**src/rtl/s1_pkg.sv**
```systemverilog
// s1_pkg: shared definitions for the S1 decode-stage hazard controller.
//   - Bit positions of the decode control word fields.
//   - insel_t: regfile write-data source select carried in the control word.
//   - mstate_t: memory access sequencer states.
//   - reg_mask(): one-hot register mask with r0 always excluded.
package s1_pkg;

  localparam int CW_JMP      = 3;
  localparam int CW_BRH      = 4;
  localparam int CW_MEM_REQ  = 8;
  localparam int CW_REG_WE   = 9;
  localparam int CW_INSEL_LO = 10;
  localparam int CW_INSEL_HI = 11;

  typedef enum logic [1:0] {
    INSEL_ALU       = 2'd0,
    INSEL_UPPER_IMM = 2'd1,
    INSEL_MEM       = 2'd2,
    INSEL_PC4       = 2'd3
  } insel_t;

  typedef enum logic {
    M_IDLE = 1'b0,
    M_WAIT = 1'b1
  } mstate_t;

  // r0 is never tracked, so its bit is always cleared in the mask.
  function automatic logic [31:0] reg_mask(input logic [4:0] idx);
    logic [31:0] m;
    m = 32'd1 << idx;
    m[0] = 1'b0;
    return m;
  endfunction

endpackage

```
**src/rtl/wb_arbiter.sv**
```systemverilog
// wb_arbiter: two-source priority mux for the regfile's single write port.
// Memory results always win; the ALU source is told to hold via o_alu_ready.
// Ports:
//   i_block              - forces the port idle (reset)
//   i_mem_valid/rd/data  - load writeback request (highest priority)
//   i_alu_valid/rd/data  - non-memory writeback request
//   o_we/o_rd/o_din      - regfile write port
//   o_alu_ready          - ALU request accepted this cycle
module wb_arbiter (
  input  logic        i_block,
  input  logic        i_mem_valid,
  input  logic [4:0]  i_mem_rd,
  input  logic [31:0] i_mem_data,
  input  logic        i_alu_valid,
  input  logic [4:0]  i_alu_rd,
  input  logic [31:0] i_alu_data,
  output logic        o_we,
  output logic [4:0]  o_rd,
  output logic [31:0] o_din,
  output logic        o_alu_ready
);

  assign o_we        = ~i_block & (i_mem_valid | i_alu_valid);
  assign o_alu_ready = ~i_block & ~i_mem_valid;
  assign o_rd        = i_mem_valid ? i_mem_rd   : i_alu_rd;
  assign o_din       = i_mem_valid ? i_mem_data : i_alu_data;

endmodule

```
**src/rtl/pipeline_ctrl.sv**
```systemverilog
// pipeline_ctrl: hazard and sequencing controller for the S1 decode stage.
// Tracks pending register writes, stalls/bubbles decode on RAW/WAW and
// memory-busy hazards, sequences the single outstanding memory access,
// bubbles decode after a redirect and arbitrates the regfile write port.
//
// state  | meaning
// M_IDLE | no memory access outstanding
// M_WAIT | one access in flight, waiting for mem_ack
//
// Ports:
//   clk, rst                 - clock, synchronous active-high reset
//   dec_valid, dec_cw        - decode holds an instruction / its control word
//   dec_rs1, dec_rs2, dec_rd - register fields of the decoding instruction
//   redirect                 - taken branch/jump resolved in execute
//   mem_ack, mem_rdata       - memory completion and load data
//   alu_wb_*                 - non-memory writeback request / acceptance
//   mem_req                  - memory access in flight
//   fd_clk_en, dec_invalid   - decode advance enable / bubble into execute
//   reg_we, rd_addr, reg_din - regfile write port
module pipeline_ctrl
  import s1_pkg::*;
#(
  parameter int unsigned FLUSH_CYCLES = 2
) (
  input  logic        clk,
  input  logic        rst,
  input  logic        dec_valid,
  input  logic [11:0] dec_cw,
  input  logic [4:0]  dec_rs1,
  input  logic [4:0]  dec_rs2,
  input  logic [4:0]  dec_rd,
  input  logic        redirect,
  input  logic        mem_ack,
  input  logic [31:0] mem_rdata,
  input  logic        alu_wb_valid,
  input  logic [4:0]  alu_wb_rd,
  input  logic [31:0] alu_wb_data,
  output logic        alu_wb_ready,
  output logic        mem_req,
  output logic        fd_clk_en,
  output logic        dec_invalid,
  output logic        reg_we,
  output logic [4:0]  rd_addr,
  output logic [31:0] reg_din
);

  mstate_t     r_mstate;
  logic [31:1] r_sb;
  logic [4:0]  r_ld_rd;
  logic        r_ld_pend;
  logic [2:0]  r_flush_cnt;

  logic [31:0] w_sb;
  logic        w_cw_mem_req;
  logic        w_cw_reg_we;
  insel_t      w_cw_insel;
  logic        w_hazard;
  logic        w_flushing;
  logic        w_issue;
  logic        w_mem_wb;
  logic [31:0] w_sb_set;
  logic [31:0] w_sb_clr;
  logic        w_unused;

  // Bit 0 reads as zero, which folds the rs/rd != 0 qualifiers into the lookup.
  assign w_sb         = {r_sb, 1'b0};
  assign w_cw_mem_req = dec_cw[CW_MEM_REQ];
  assign w_cw_reg_we  = dec_cw[CW_REG_WE];
  assign w_cw_insel   = insel_t'(dec_cw[CW_INSEL_HI:CW_INSEL_LO]);

  assign w_hazard = dec_valid & (w_sb[dec_rs1] | w_sb[dec_rs2] |
                                 (w_cw_reg_we & w_sb[dec_rd]) |
                                 (w_cw_mem_req & (r_mstate == M_WAIT)));

  assign w_flushing = (r_flush_cnt != 3'd0) | redirect;
  assign w_issue    = dec_valid & ~w_hazard & ~w_flushing & ~rst;

  // A redirect kills whatever decode holds, so it overrides a stall.
  assign fd_clk_en   = ~rst & (w_flushing | ~w_hazard);
  assign dec_invalid = rst | w_flushing | w_hazard | ~dec_valid;
  assign mem_req     = ~rst & (r_mstate == M_WAIT);

  assign w_mem_wb = mem_ack & (r_mstate == M_WAIT) & r_ld_pend;

  wb_arbiter u_wb_arbiter (
    .i_block     (rst),
    .i_mem_valid (w_mem_wb),
    .i_mem_rd    (r_ld_rd),
    .i_mem_data  (mem_rdata),
    .i_alu_valid (alu_wb_valid),
    .i_alu_rd    (alu_wb_rd),
    .i_alu_data  (alu_wb_data),
    .o_we        (reg_we),
    .o_rd        (rd_addr),
    .o_din       (reg_din),
    .o_alu_ready (alu_wb_ready)
  );

  assign w_sb_set = (w_issue & w_cw_reg_we) ? reg_mask(dec_rd)  : 32'd0;
  assign w_sb_clr = reg_we                  ? reg_mask(rd_addr) : 32'd0;

  assign w_unused = ^{dec_cw[CW_JMP], dec_cw[CW_BRH], dec_cw[7:5], dec_cw[2:0],
                      w_sb_set[0], w_sb_clr[0]};

  always_ff @(posedge clk) begin
    if (rst) begin
      r_sb        <= '0;
      r_mstate    <= M_IDLE;
      r_ld_rd     <= '0;
      r_ld_pend   <= 1'b0;
      r_flush_cnt <= '0;
    end else begin
      // Set is OR'ed in after the clear so a same-bit collision keeps the bit set.
      r_sb <= (r_sb & ~w_sb_clr[31:1]) | w_sb_set[31:1];

      case (r_mstate)
        M_IDLE: begin
          if (w_issue && w_cw_mem_req) begin
            r_mstate  <= M_WAIT;
            r_ld_rd   <= dec_rd;
            r_ld_pend <= w_cw_reg_we && (w_cw_insel == INSEL_MEM);
          end
        end
        M_WAIT: begin
          if (mem_ack) begin
            r_mstate  <= M_IDLE;
            r_ld_pend <= 1'b0;
          end
        end
        default: r_mstate <= M_IDLE;
      endcase

      if (redirect)
        r_flush_cnt <= 3'(FLUSH_CYCLES - 1);
      else if (r_flush_cnt != 3'd0)
        r_flush_cnt <= r_flush_cnt - 3'd1;
    end
  end

  // The WAW stall keeps an issuing rd from being pending, so no write can target it.
  a_sb_no_collision: assert property (@(posedge clk) disable iff (rst)
    (w_sb_set & w_sb_clr) == 32'd0);

endmodule

```
**config.mk**
```make
export PLATFORM = sky130hd
export DESIGN_NAME = pipeline_ctrl
export DESIGN_NICKNAME = d
export VERILOG_FILES = /design/src/rtl/s1_pkg.sv /design/src/rtl/wb_arbiter.sv /design/src/rtl/pipeline_ctrl.sv
export SDC_FILE = /design/constraint.sdc
export NUM_CORES = 1
export LEC_CHECK = 0
export BUFFER_PORTS_ARGS = -buffer_cell sky130_fd_sc_hd__buf_2
export CORE_ASPECT_RATIO = 1.25
export CORE_UTILIZATION = 40
export CTS_BUF_LIST = sky130_fd_sc_hd__clkbuf_2 sky130_fd_sc_hd__clkbuf_4 sky130_fd_sc_hd__clkbuf_8
export DETAILED_ROUTE_END_ITERATION = 8
export PLACE_DENSITY = 0.68
export SLEW_MARGIN = 5
export SYNTH_ARGS = -nofsm -noshare
export SYNTH_HDL_FRONTEND = slang
export SYNTH_HIERARCHICAL = 1
export SYNTH_SLANG_ARGS = --single-unit
export TNS_END_PERCENT = 5
```
**constraint.sdc**
```tcl
create_clock -name clk -period 2.8 [get_ports clk]
set_clock_uncertainty 0.05 [all_clocks]
set_input_delay 0.42 -clock clk [delete_from_list [all_inputs] [get_ports clk]]
set_output_delay 0.42 -clock clk [all_outputs]
set_load 0.03 [all_outputs]
```
### Yosys cells after proc, flatten, opt, wreduce, memory -nomap -nowiden

Cells that the tools add are included.

* order comparisons: 3
* divide/modulo/power cells: 0
* add/subtract/negate cells: 1
* reduce and logical (&&, ||, !) cells: 7
* shift operators: 2
* muxes and demuxes: 18
* multipliers: 0
* equality and inequality tests: 3
* bitwise gates (word level): 31

Operators by type and width (number)
* $mux W32: 3
* $shl A1 B5 Y32 const A: 2
* $and A31 B31 Y31: 1
* $not A31 Y31: 1
* $or A31 B31 Y31: 1
* $lt A5 B6 Y1 const B: 3
* $bmux W1 S5: 3
* $and A1 B1 Y1: 13
* $mux W1: 9
* $or A1 B1 Y1: 9
* $not A1 Y1: 6
* $mux W5: 1
* $ne A2 B2 Y1 const B: 2
* $pmux W1 S2: 2
* $reduce_and A2 Y1: 2
* $reduce_bool A3 Y1: 1
* $sub A3 B1 Y3 const B: 1
* $eq A2 B2 Y1 const B: 1
* $logic_and A1 B1 Y1: 2
* $reduce_bool A2 Y1: 1
* $reduce_or A2 Y1: 1

* bits in read-only memories: 0
* register bits after elaboration: 41
* word-level logic and storage cells: 71
* bits in latches: 0
* output and inout port bits: 42
* memories kept: 0
* input port bits: 102
* bits in writable memories: 0

### Depth between registers and ports, before layout

Gate-level depths: netlist of run 1.

* depth in word-level cells: 13
* mapped depth: 9
* gate-level depth less buffers: 8

### Cells and area by module

Netlist of run 1, hierarchy kept.

Modules (own cells, without submodules)
* pipeline_ctrl: seq. area each 820.8 um^2, area an instance 2860.2 um^2, cells an instance 314, instances 1
* wb_arbiter: seq. area each 0.0 um^2, area an instance 498.0 um^2, cells an instance 43, instances 1

### Worst setup path before layout of run 1

OpenSTA, ideal clock, no wires.

* path type: input to output
* start: input dec_rd[0]
* end: output fd_clk_en
* path buffers: 2
* required time: 2330 ps
* data arrival time: 2457 ps
* stages on the path: 8
* setup slack: -127 ps
* cells stage by stage: clkbuf_1 -> mux4_2 -> mux2i_1 -> mux2i_1 -> a2bb2oi_2 -> nand3_4 -> buf_6 -> a21oi_1

* longest elaborated chain between the ends: 9

Ends and longest elaborated chain
* start, declared: line pipeline_ctrl.sv:31 `input logic [4:0] dec_rd,`
* $bmux W1 S5: line pipeline_ctrl.sv:72 `(w_cw_reg_we & w_sb[dec_rd]) |`
* $mux W1 (implied by the code): line pipeline_ctrl.sv:72
* $and A1 B1 Y1: line pipeline_ctrl.sv:72
* $or A1 B1 Y1: line pipeline_ctrl.sv:71 `assign w_hazard = dec_valid & (w_sb[dec_rs1] | w_sb[dec_rs2] |`
* $or A1 B1 Y1: line pipeline_ctrl.sv:72
* $and A1 B1 Y1: line pipeline_ctrl.sv:71
* $not A1 Y1: line pipeline_ctrl.sv:79 `assign fd_clk_en = ~rst & (w_flushing | ~w_hazard);`
* $or A1 B1 Y1: line pipeline_ctrl.sv:79
* $and A1 B1 Y1: line pipeline_ctrl.sv:79
* end, declared: line pipeline_ctrl.sv:40 `output logic fd_clk_en,`

No other way between the ends. The select of a mux whose other input is x is not followed.

### Final worst setup path of run 1

* start: register r_sb[31] (netlist bit)
* end: output dec_invalid

* longest elaborated chain between the ends: 8
* elaborated cells between the ends (all ways): 13
* those cells by class: mux (6); bitwise (7)

Ends and longest elaborated chain
* start, declared: line pipeline_ctrl.sv:48 `logic [31:1] r_sb;`
* start signal, assigned: line pipeline_ctrl.sv:114 `r_sb <= (r_sb & ~w_sb_clr[31:1]) | w_sb_set[31:1];`
* $bmux W1 S5 (on tied branches): line pipeline_ctrl.sv:71, pipeline_ctrl.sv:72
* $mux W1 (on tied branches): line pipeline_ctrl.sv:71, pipeline_ctrl.sv:72
* $or A1 B1 Y1 or $and A1 B1 Y1 (tied branches): line pipeline_ctrl.sv:71, pipeline_ctrl.sv:72
* $or A1 B1 Y1 *: line pipeline_ctrl.sv:71
* $or A1 B1 Y1 *: line pipeline_ctrl.sv:72
* $and A1 B1 Y1 *: line pipeline_ctrl.sv:71
* $or A1 B1 Y1 * (2 in series): line pipeline_ctrl.sv:80 `assign dec_invalid = rst | w_flushing | w_hazard | ~dec_valid;`
* end, declared: line pipeline_ctrl.sv:41 `output logic dec_invalid,`

Every way passes the cells marked *; elsewhere a longest branch is shown, timed or not. The select of a mux whose other input is x is not followed.

==> impl_metrics.toml, run 1 <==
[placement]
numPortBuffers = 135
final_replace_weighted_congestion = 0.826
post_place_instance_area_um2 = 4090
place.detailed.hpwl_mm = 8.46
post-place-ws_ns = -0.0494

[final_layout]
utilization_pct = 51.7
final_design_area_no_fill_um2 = 4240
fin_nets = 589
final_layout_size_suffix_gt1_share_pct = 46.3
flow.area_growth_from_synthesis_pct = 26.2
antennaDiodeCount = 0
layout.filler_cells = 770

[synth]
syn-mean-instance-area_um2 = 9.41
netlist.top_cell.by_area = "dfxtp_1"
synthArstFlopShare_pct = 0
synth_seq_area_share_pct = 24.4
synth_ff_type = "dfxtp_1"
netlist-cell-type-count = 50
ys_top_cells_by_area = "dfxtp_1 (24%), mux2_2 (11%), mux2i_1 (9.2%), o41ai_1 (8.1%), mux4_2 (6.0%)"
synth_warnings = 6
synth_seq_cells = 41
synthesized_instance_count = 357
post_syn_nets = 461
post_synth_instance_area_um2 = 3360
synth_largest_type_area_fraction_pct = 24.4
synth_edf_count = 0

[status]
outcome = "finished with violations"
violations_in_the_final_reports = "DRC"

[timing]
tightest_slew_ns = 0.502
achievable-frequency_mhz = 364
hold_viol = 0
timing.final.crit_share_pct = 98.1
unrepaired_setup_endpoints_after_global_routing = "true"
drv_slew = 0
relSlewSlack_pct = 66.5
timing.final.setup_violations = 0
setup_slack_ns = 0.0543
worst_hold_slack_across_all_endpoints_ns = 0.293
timing.final.crit_period_ns = 2.75

[floorplan]
die-height_um = 104
fp.dieW_um = 84.0
design.core.area_um2 = 8190
effective_utilization_at_floorplan_pct = 41.0
boundary_pins = 144
row_count = 37
die_area_um2 = 8770

[cts]
tritoncts_sinks = 41
clock_slew_at_the_register_clock_pins_of_the_worst_setup_and_hold_paths_ns = 0.08
numCtsBuffers = 5
cts.htree.levels = 2
cts_hold_buf = 0
cts-root-to-sink-buffers = 2
cts_tree = "done"
root_buffer_selected_by_cts = "clkbuf_8"
skew_pair_late_insertion_delay_ns = 0.29

[setup_path]
cp_max_fo = 4
timing.reg2reg.worst_path_depth = 7
r2r_end = "r_sb[22]$_SDFF_PP0_"
cp.arrival_ns = 2.28
crit_required_ns = 2.33
critical_path.endpoint_type = "output pin"
ff2ff_setup_slack_ns = 0.27
cp-startpoint = "r_sb[31]$_SDFF_PP0_"
timing_worst_setup_path_type = "flip-flop to output pin"
worst_r2r_startpoint = "r_sb[31]$_SDFF_PP0_"
critPathLaunchType = "flip-flop"

[power_and_ir_drop]
p_int_w = 0.00105
power.switching_w = 0.000460
pwr-share-seq_pct = 39.2
pd_cells_nw_per_um2 = 357
power_frac_comb_pct = 27.4
vdd_ir_drop_max_uv = 160
power.clock.fraction_pct = 33.4
post-layout-total-power_w = 0.00151
leakage_power_summed_over_all_cells_nw = 1.77
switching_share_pct = 30.4

[routing]
viasPerCell = 5.99
drtAntennaViolNets = 0
route.detailed.wl_per_inst_um = 18.1
drcViolationCount = 11
wl_mm = 10.6
detail_route.first_pass.iterations = 9
detailroute.via_count = 3491
first_iter_violations = 330

[min_path]
worstHoldStart = "redirect"
min_delay_path_depth = 2
hold_path.class = "input port to flip-flop"
holdPathEnd = "r_flush_cnt[2]$_SDFFE_PP0P_"

[flow_run]
maxCapViolCount = 0

[global_route]
grt_remaining_overflow = 0
grt_first_pass_wirelength_mm = 16.9
grt_antenna_before_repair = 0
first_global_vias = 3424
maximum_number_of_pins_on_one_net_before_global_route_repair = 42
gr-usage-all-layers_pct = 24.0
-- layout make-up --
cell class                      instances  area, um2  area share [%]
Multi-Input combinational cell        278       2340            55.1
Tap cell                               97        121            2.86
Clock inverter                          1       30.0           0.708
Clock buffer                            7       90.1            2.13
Timing Repair Buffer                  151        805            19.0
Inverter                                8       30.0           0.708
Sequential cell                        41        826            19.5
-- metrics by stage --
step	TNS, ns	std cells
after floorplan	0	357
after global placement	-0.0494	573
after detailed placement	-0.0494	573
after CTS	0	582
after global routing	-0.0114	583
final	0	583
-- registers in the layout, indices dropped and copies added, names as in the netlist --
register and flops:
r_mstate 1, r_ld_rd 5, r_sb 31, r_ld_pend 1
r_flush_cnt 3
-- worst max-delay path: stages, from the launching register on --
cell,delay [ns]
dfxtp_2,0.34
mux4_2,0.47
o2111a_2,0.29
nor4_4,0.38
nand3_4,0.12
or2_4,0.24
buf_6,0.14
-- how the worst max path moves through the flow --
stage                              to  slack, ns  cells after the start
after detailed placement  dec_invalid      -0.05                      7
after global placement    dec_invalid      -0.05                      7
after global routing      dec_invalid      -0.01                      6
final                     dec_invalid       0.05                      6
after CTS                 dec_invalid      0.005                      6
after floorplan           dec_invalid      0.008                      8
-- cell usage in the layout (no fill, tap or decap), types with 3 or more instances in the layout --
cell type	Yosys	final
o311ai_0	5	5
mux2i_1	31	31
clkbuf_8	0	6
nand2_1	39	39
nor2b_1	13	13
nand2b_1	4	4
nor2_1	16	16
mux2_4	8	8
o41ai_1	31	31
buf_4	4	17
nand3b_1	4	4
dfxtp_1	41	37
a22oi_1	5	5
a21oi_1	4	3
dfxtp_2	0	4
nor3b_1	4	4
buf_2	6	133
mux2_2	34	34
nand3_1	23	23
inv_1	7	7
o211ai_1	14	14
mux4_2	9	10
-- Yosys cell counts, types with 2 or more instances --
| cell type | count |
|---|---|
| a211o_1 | 2 |
| a21oi_1 | 4 |
| a221oi_1 | 2 |
| a22oi_1 | 5 |
| and3_1 | 2 |
| and4_1 | 2 |
| buf_2 | 6 |
| buf_4 | 4 |
| buf_6 | 6 |
| clkbuf_1 | 13 |
| dfxtp_1 | 41 |
| ha_1 | 2 |
| inv_1 | 7 |
| mux2_2 | 34 |
| mux2_4 | 8 |
| mux2i_1 | 31 |
| mux4_1 | 2 |
| mux4_2 | 9 |
| nand2_1 | 39 |
| nand2b_1 | 4 |
| nand3_1 | 23 |
| nand3b_1 | 4 |
| nand4_1 | 2 |
| nor2_1 | 16 |
| nor2b_1 | 13 |
| nor3_1 | 2 |
| nor3b_1 | 4 |
| o211ai_1 | 14 |
| o311ai_0 | 5 |
| o41ai_1 | 31 |
-- cells by family (layout without fill, tap and decap cells) --
group | count (synthesis) | after routing | share of synthesized area (%)
simple gates | 118 | 118 | 18.3
mux | 84 | 84 | 31.8
compound gates | 73 | 73 | 18.1
flops | 41 | 41 | 24.4
buf+inv | 38 | 167 | 6.26
fa+ha+maj | 2 | 2 | 0.745
xor+xnor | 1 | 1 | 0.261
-- layer usage --
| layer | up-vias | GRT usage, % | share of wire (%) |
|---|---|---|---|
| met5 | - | 0 | 0 |
| met4 | 0 | 9.36 | 2.4 |
| met3 | 21 | 2.30 | 4.9 |
| met2 | 145 | 41.6 | 50 |
| met1 | 1672 | 30.4 | 42 |
| li1 | 1653 | - | - |
-- what timing repair did --
item	CTS	global route
gates resized for setup	6	4
endpoints found under the setup margin	1	2
pin swaps	3	4
buffers inserted	1	1
endpoints found under the hold margin	0	0
-- power groups by stage --
| stage | Combinational [W] | Sequential [W] | Clock (W) |
|---|---|---|---|
| 4_1_cts | 0.000413 | 0.000592 | 0.000512 |
| 5_1_grt | 0.000446 | 0.000593 | 0.000534 |
| 3_5_place_dp | 0.000407 | 0.000606 | 0 |
| 6_report | 0.000415 | 0.000592 | 0.000505 |
| 2_1_floorplan | 0.000274 | 0.000605 | 0 |
| 3_3_place_gp | 0.000400 | 0.000606 | 0 |
(Power assumes the default switching activity.)
==> run 2, diff against run 1 <==
--- a/config.mk
+++ b/config.mk
@@ -7,8 +7,8 @@
 export LEC_CHECK = 0
 export BUFFER_PORTS_ARGS = -buffer_cell sky130_fd_sc_hd__buf_2
 export CORE_ASPECT_RATIO = 1.25
+export CORE_MARGIN = 2
 export CORE_UTILIZATION = 40
-export CTS_BUF_LIST = sky130_fd_sc_hd__clkbuf_2 sky130_fd_sc_hd__clkbuf_4 sky130_fd_sc_hd__clkbuf_8
 export DETAILED_ROUTE_END_ITERATION = 8
 export PLACE_DENSITY = 0.68
 export SLEW_MARGIN = 5
==> run 2 against run 1 <==
The flow now finishes without violations. Count of clock-buffer cells in the layout increased by 1. Worst setup slack got worse by 0.0028 ns. Die area up 4.3%. Clock power shrank 26%. Power is 8.7% lower. Register-to-register slack improved by 0.10 ns. Critical path type unchanged. First-iteration DRC count decreased by 28%. Cell count shrank 0.34%. Final area down 1.0%. Maximum frequency down 0.10%. Via count fell by 2.1%.
==> impl_metrics.toml, run 2 (synthesis results as in run 1) <==
[power_and_ir_drop]
power.clock.fraction_pct = 27.3
power.switching_w = 0.000454
p_int_w = 0.000926
post-layout-total-power_w = 0.00138
power_frac_comb_pct = 29.8
vdd_ir_drop_max_uv = 181
switching_share_pct = 32.9
pd_cells_nw_per_um2 = 329
pwr-share-seq_pct = 42.9
leakage_power_summed_over_all_cells_nw = 1.75

[cts]
numCtsBuffers = 5
tritoncts_sinks = 41
skew_pair_late_insertion_delay_ns = 0.30
cts_tree = "done"
clock_slew_at_the_register_clock_pins_of_the_worst_setup_and_hold_paths_ns = 0.07
cts-root-to-sink-buffers = 2
cts_setup_buffers = 0
cts.htree.levels = 2
root_buffer_selected_by_cts = "clkbuf_8"

[timing]
setup_slack_ns = 0.0515
timing.final.crit_period_ns = 2.75
drv_slew = 0
relSlewSlack_pct = 67.0
timing.final.setup_violations = 0
unrepaired_setup_endpoints_after_global_routing = "false"
hold_viol = 0
setup-tns-final_ns = 0
timing.final.crit_share_pct = 98.2
worst_hold_slack_across_all_endpoints_ns = 0.276
achievable-frequency_mhz = 364
tightest_slew_ns = 0.494

[routing]
drtAntennaViolNets = 0
wl_mm = 10.8
detail_route.first_pass.iterations = 4
detailroute.via_count = 3416
route.detailed.wl_per_inst_um = 18.5
first_iter_violations = 238
drcViolationCount = 0
viasPerCell = 5.88

[final_layout]
biggestRegsByFlops = "r_sb x31, r_ld_rd x5, r_flush_cnt x3"
layout.filler_cells = 777
final_design_area_no_fill_um2 = 4200
regMostFlops = "r_sb"
final_cell_mix = "buf_2 (133), nand2_1 (39), dfxtp_1 (37)"
fin_nets = 587
flow.area_growth_from_synthesis_pct = 25.0
final_common_cell = "buf_2"
antennaDiodeCount = 0
final_layout_size_suffix_gt1_share_pct = 45.2
largest_reg_flops = 31

[setup_path]
cp_max_fo = 4
cpMaxStageDelayCell = "mux4_2"
critical_path.max_stage_delay_ns = 0.47
ff2ff_setup_slack_ns = 0.37
cp-startpoint = "r_sb[28]$_SDFF_PP0_"
cp.arrival_ns = 2.28
crit_chain = "mux4_2 -> o2111a_2 -> nor4_4 -> nand3_4 -> or2_4 -> buf_6"
timing_worst_setup_path_type = "flip-flop to output pin"
crit_required_ns = 2.33
critPathLaunchType = "flip-flop"
timing.reg2reg.worst_path_depth = 6
critical_path.endpoint_type = "output pin"
worst_r2r_startpoint = "r_sb[28]$_SDFF_PP0_"
r2r_end = "r_sb[17]$_SDFF_PP0_"

[placement]
final_replace_weighted_congestion = 0.866
post_place_instance_area_um2 = 4090
place.detailed.hpwl_mm = 8.53
post-place-ws_ns = -0.0294
numPortBuffers = 135

[floorplan]
row_count = 37
die-height_um = 106
fp.dieW_um = 86.0
die_area_um2 = 9150
boundary_pins = 144
design.core.area_um2 = 8190
effective_utilization_at_floorplan_pct = 41.0

[min_path]
hold_path.class = "input port to flip-flop"
worstHoldStart = "redirect"
min_delay_path_depth = 2
holdPathEnd = "r_flush_cnt[2]$_SDFFE_PP0P_"

[global_route]
grt_antenna_before_repair = 0
first_global_vias = 3465
grt_remaining_overflow = 0
maximum_number_of_pins_on_one_net_before_global_route_repair = 42
gr-usage-all-layers_pct = 23.5
grt_first_pass_wirelength_mm = 17.1

[status]
outcome = "finished, final reports clean"

[flow_run]
maxCapViolCount = 0
run 2: cell type report:
class	instances	area, um2	area share, %
Inverter	8	30.0	0.716
Clock buffer	8	80.1	1.91
Tap cell	97	121	2.89
Timing Repair Buffer	149	790	18.8
Multi-Input combinational cell	278	2350	56.0
Sequential cell	41	826	19.7
run 2: critical path: cells and delay by family, from the launching register on:
family	cells	cell delay, ns
simple gates	3	0.74
buf+inv	1	0.14
mux	1	0.47
compound gates	1	0.29
flops	1	0.35
run 2: metal layers:
layer | wire length [um] | track usage [%] | vias to the layer above
met1 | 4470 | 30.6 | 1609
li1 | - | - | 1652
met5 | 0 | 0 | -
met2 | 5490 | 39.2 | 134
met3 | 533 | 2.48 | 21
met4 | 256 | 9.75 | 0
run 2: timing repair:
item,CTS,global route
hold endpoints to repair,0,0
pin swaps,3,2
hold buffers,0,0
endpoints found under the setup margin,1,2
resized for setup,6,4
run 2: how the worst max path moves through the flow:
stage | to | slack (ns)
after global routing | dec_invalid | 0.003
after floorplan | dec_invalid | 0.008
final | dec_invalid | 0.05
after detailed placement | dec_invalid | -0.03
after CTS | dec_invalid | 0.006
after global placement | dec_invalid | -0.04
run 2: stage by stage:
stage | std cells | utilization [%]
2_1_floorplan | 357 | -
3_3_place_gp | 573 | 49.9
3_5_place_dp | 573 | 49.9
4_1_cts | 581 | 51.0
5_1_grt | 581 | 51.2
6_report | 581 | 51.2
run 2: power by group through the flow:
stage                     combinational [W]  sequential, W  clock (W)
after global routing               0.000443       0.000593   0.000408
after CTS                          0.000409       0.000592   0.000387
final                              0.000412       0.000592   0.000376
after floorplan                    0.000274       0.000605          0
after detailed placement           0.000406       0.000606          0
after global placement             0.000400       0.000606          0
